**config.mk**
```make
export PLATFORM = sky130hd
export DESIGN_NAME = uart_servo_cmd
export DESIGN_NICKNAME = d
export VERILOG_FILES = /design/src/rtl/uart_servo_cmd.sv
export SDC_FILE = /design/constraint.sdc
export NUM_CORES = 1
export LEC_CHECK = 0
export CORE_ASPECT_RATIO = 2
export CORE_MARGIN = 5
export CORE_UTILIZATION = 59
export CTS_BUF_LIST = sky130_fd_sc_hd__clkbuf_2 sky130_fd_sc_hd__clkbuf_4 sky130_fd_sc_hd__clkbuf_8
export DETAILED_ROUTE_END_ITERATION = 8
export PLACE_DENSITY = 0.95
export SLEW_MARGIN = 10
export SYNTH_ARGS = -nofsm -noshare
export SYNTH_HDL_FRONTEND = slang
export SYNTH_SLANG_ARGS = --single-unit
```
**constraint.sdc**
```tcl
create_clock -name clk -period 5.5 [get_ports clk]
set_input_delay 0.55 -clock clk [delete_from_list [all_inputs] [get_ports clk]]
set_output_delay 0.55 -clock clk [all_outputs]
set_load 0.01 [all_outputs]
```
**src/rtl/uart_servo_cmd.sv**
```systemverilog
// UART-to-servo command decoder: parses HEADER/angle/~angle frames and converts
// an accepted angle into a registered PWM high-time in clock cycles.
module uart_servo_cmd #(
   parameter int          CLK_HZ         = 27000000,
   parameter logic [7:0]  HEADER         = 8'hAA,
   parameter int          MAX_ANGLE      = 180,
   parameter int          MIN_CYCLES     = 27000,
   parameter int          STEP_CYCLES    = 150,
   parameter int          PW_WIDTH       = 20,
   parameter int          TIMEOUT_CYCLES = 270000
) (
   input  logic                clk,
   input  logic                resetn,
   input  logic                rx_valid,
   input  logic [7:0]          rx_data,
   output logic [PW_WIDTH-1:0] pulse_width,
   output logic                pw_update,
   output logic [7:0]          angle,
   output logic                frame_err,
   output logic                timeout_err,
   output logic                busy
);
   localparam int                TW       = (TIMEOUT_CYCLES > 2) ? $clog2(TIMEOUT_CYCLES) : 1;
   localparam logic [TW-1:0]     TMO_LAST = TW'(TIMEOUT_CYCLES - 1);
   localparam logic [7:0]        MAX_A8   = 8'(MAX_ANGLE);
   localparam logic [PW_WIDTH-1:0] PW_RST = PW_WIDTH'(MIN_CYCLES + 90 * STEP_CYCLES);

   // Configuration sanity: the full-scale width must fit in pulse_width.
   if (CLK_HZ <= 0 || MAX_ANGLE > 255 ||
       longint'(MIN_CYCLES) + longint'(MAX_ANGLE) * longint'(STEP_CYCLES) >= (64'd1 << PW_WIDTH)) begin : g_cfg_bad
      $error("uart_servo_cmd: illegal parameter set");
   end

   typedef enum logic [1:0] {IDLE, GET_ANGLE, GET_CHK} state_t;

   state_t              state, state_n;
   logic [7:0]          shadow, shadow_n;
   logic [TW-1:0]       tcnt, tcnt_n;
   logic [7:0]          angle_n;
   logic [PW_WIDTH-1:0] pw_n, pw_calc;
   logic                upd_n, ferr_n, terr_n;

   assign pw_calc = PW_WIDTH'(MIN_CYCLES) + PW_WIDTH'(shadow) * PW_WIDTH'(STEP_CYCLES);

   always_ff @(posedge clk or negedge resetn) begin
      if (!resetn) begin
         state       <= IDLE;
         shadow      <= '0;
         tcnt        <= '0;
         angle       <= 8'd90;
         pulse_width <= PW_RST;
         pw_update   <= 1'b0;
         frame_err   <= 1'b0;
         timeout_err <= 1'b0;
         busy        <= 1'b0;
      end else begin
         state       <= state_n;
         shadow      <= shadow_n;
         tcnt        <= tcnt_n;
         angle       <= angle_n;
         pulse_width <= pw_n;
         pw_update   <= upd_n;
         frame_err   <= ferr_n;
         timeout_err <= terr_n;
         busy        <= (state_n != IDLE);
      end
   end

   always_comb begin
      state_n  = state;
      shadow_n = shadow;
      tcnt_n   = tcnt;
      angle_n  = angle;
      pw_n     = pulse_width;
      upd_n    = 1'b0;
      ferr_n   = 1'b0;
      terr_n   = 1'b0;
      case (state)
         IDLE: begin
            tcnt_n = '0;
            if (rx_valid && rx_data == HEADER) state_n = GET_ANGLE;
         end
         GET_ANGLE, GET_CHK: begin
            // A byte on the timeout cycle takes priority over the timeout.
            if (rx_valid) begin
               tcnt_n = '0;
               if (state == GET_ANGLE) begin
                  shadow_n = rx_data;
                  state_n  = GET_CHK;
               end else begin
                  state_n = IDLE;
                  if (rx_data == ~shadow && shadow <= MAX_A8) begin
                     angle_n = shadow;
                     pw_n    = pw_calc;
                     upd_n   = 1'b1;
                  end else begin
                     ferr_n = 1'b1;
                  end
               end
            end else if (tcnt == TMO_LAST) begin
               state_n = IDLE;
               terr_n  = 1'b1;
               tcnt_n  = '0;
            end else begin
               tcnt_n = tcnt + TW'(1);
            end
         end
         default: state_n = IDLE;
      endcase
   end
endmodule

```
==> impl_metrics.env <==
export IMPL_synth_top_area_frac=0.283
export IMPL_grt_pass1_vias=3096
export IMPL_cp_start_kind="flop"
export IMPL_hpwlAfterDp_um=6130
export IMPL_synth_area_leaders="dfrtp_1 (28%), ha_1 (14%), dfstp_2 (8.1%)"
export IMPL_htreeDepth=2
export IMPL_hold_buffers=0
export IMPL_cts_sinks=56
export IMPL_synth_cells=413
export IMPL_crit_arrival_ns=4.63
export IMPL_post_cts_resized=0
export IMPL_drive_gt1_frac=0.100
export IMPL_core_area_um2=6520
export IMPL_numCtsBuffers=5
export IMPL_root_buffer="clkbuf_8"
export IMPL_cts_tree="built"
export IMPL_setup_viol=0
export IMPL_fp_dieW_um=67.5
export IMPL_gr_total_overflow=0
export IMPL_tns_ns=0
export IMPL_dieArea_um2=8420
export IMPL_yosysWarningCount=0
export IMPL_num_rows=42
export IMPL_synth_commonest_cells="nand2_1 (48), dfrtp_1 (44), ha_1 (43)"
export IMPL_critPathMaxFanout=8
export IMPL_drcViolationCount=0
export IMPL_crit_top_cell="ha_1"
export IMPL_synthFlopType="dfrtp_1"
export IMPL_slew_headroom=0.548
export IMPL_reg2reg_depth=14
export IMPL_path_cells="ha_1 -> ha_1 -> inv_1 -> fa_1 -> fa_1 -> inv_1 -> ha_1 -> nor3b_1 -> a221oi_1 -> o311ai_2 -> a21oi_2 -> nor3_1 -> or4_1 -> a31oi_1"
export IMPL_worstHoldPathType="input port to async pin"
export IMPL_post_cts_buffers=0
export IMPL_area_growth_pct=13.6
export IMPL_drt_pre_antenna_iters=4
export IMPL_ioPinCount=43
export IMPL_syn_avg_cell_area_um2=9.43
export IMPL_synth_area_um2=3890
export IMPL_seq_area_frac_synth=0.364
export IMPL_post_synth_top_count_cell="nand2_1"
export IMPL_ant_nets=0
export IMPL_max_freq_mhz=228
export IMPL_slowest_stage="dfrtp_1"
export IMPL_cp_slowest_stage_delay_ns=0.51
export IMPL_die_h_um=125
export IMPL_grt_max_degree=57
export IMPL_wl_per_cell_um=15.3
export IMPL_outcome="completed"
export IMPL_fin_crit_ns=4.38
export IMPL_antenna_found_initial=0
export IMPL_start_util=0.598
export IMPL_regToRegStartpoint="shadow[4]"
export IMPL_clkLatencyLatePin_ns=0.32
export IMPL_fin_crit_sh=0.796
export IMPL_worst_pin_slew_ns=0.678
export IMPL_whs_ns=0.336
export IMPL_critPathRequiredTime_ns=5.75
export IMPL_drt_iter0_drc=289
export IMPL_async_flop_share=1.00
export IMPL_synth_edf_count=0
export IMPL_hold_viol_final=0
export IMPL_n_fill_cell=554
export IMPL_rsz0062_at_grt="no"
export IMPL_maxSlewViolCount=0
export IMPL_cts_buffer_depth=2
export IMPL_synth_cell_types=64
export IMPL_gp_congestion=0.897
export IMPL_grt_usage=0.213
export IMPL_r2r_end="pulse_width[14]"
export IMPL_endpoint_kind="flop"
export IMPL_clkTransAtPathRegs_ns=0.11
export IMPL_port_buffers=38
export IMPL_totalWireLength_um=8240
export IMPL_reg2reg_setup_slack_ns=1.12
export IMPL_fin_nets=510
export IMPL_max_cap_viol_count=0
export IMPL_vias_per_cell=5.82
export IMPL_grt_first_pass_wirelength_um=14300
export IMPL_synth_seq_cells=56
export IMPL_vias=3131
export IMPL_yosys_area_top_type="dfrtp_1"
export IMPL_diodes=0
export IMPL_finClkSkew_ns=0.00973
export IMPL_path_class="flop to flop"
routing by layer:
layer / part of all wire / GRT usage / vias up
li1: - / - / 1516
met5: 0 / 0 / -
met2: 0.52 / 0.350 / 74
met4: 0.018 / 0.0730 / 0
met1: 0.43 / 0.284 / 1530
met3: 0.034 / 0.0253 / 11
state kept, by name, indices dropped and copies added (netlist names):
| name | flops |
|---|---|
| angle | 8 |
| busy | 1 |
| frame_err | 1 |
| pulse_width | 15 |
| pw_update | 1 |
| shadow | 8 |
| state | 2 |
| tcnt | 19 |
| timeout_err | 1 |
critical path, delay by kind of cell (launching register included):
kind | cells | cell delay, ns
buffers and inverters | 2 | 0.11
DFF | 1 | 0.51
AOI/OAI and AO/OA | 4 | 0.89
and+or+nand+nor | 3 | 0.78
adders and majority gates | 5 | 2.02
cell families after synthesis:
kind of cell | after synthesis | share of synthesized area
other cells | 1 | 0.000963
mux | 9 | 0.0257
compound gates | 81 | 0.135
flops | 56 | 0.364
xor+xnor | 28 | 0.0668
simple gates | 148 | 0.190
fa+ha+maj | 50 | 0.174
buf+inv | 40 | 0.0440
cell usage in the layout (no fill, tap or decap), drive strengths merged, types with 13 or more instances in the layout:
master          n
nand2          48
nand3          13
ha             43
nor2           34
clkdlybuf4s50  37
inv            27
o21ai          33
dfrtp          44
a21oi          14
xnor2          18
metrics by stage:
step / utilization / instances / instance area, µm² / worst slack [ns]
2_1_floorplan: - / 416 / 3910 / 1.48
3_3_place_gp: 0.665 / 530 / 4330 / 1.34
3_5_place_dp: 0.665 / 530 / 4330 / 1.18
4_1_cts: 0.679 / 538 / 4420 / 1.11
5_1_grt: 0.679 / 538 / 4420 / 0.816
6_report: 0.679 / 538 / 4420 / 1.12
cell type report:
class,instances,area [µm²],share of cell area
clock buffer,5,68.8,0.0156
tap,88,110,0.0249
timing repair buffer,40,390,0.0882
clock inverter,3,22.5,0.00509
sequential,56,1420,0.320
inverter,26,97.6,0.0221
multi-input combinational,320,2320,0.524
how the worst max path moves through the flow:
stage | depth (start not counted) | start | end
global route | 14 | shadow[4] | pulse_width[14]
floorplan | 14 | shadow[4] | pulse_width[14]
finish | 14 | shadow[4] | pulse_width[14]
CTS | 14 | shadow[4] | pulse_width[15]
detailed placement | 14 | shadow[4] | pulse_width[15]
global placement | 14 | shadow[4] | pulse_width[15]
Power is left out: the tool's default activity adds up to more than one toggle a clock period on the data nets, which glitch-free logic cannot reach.
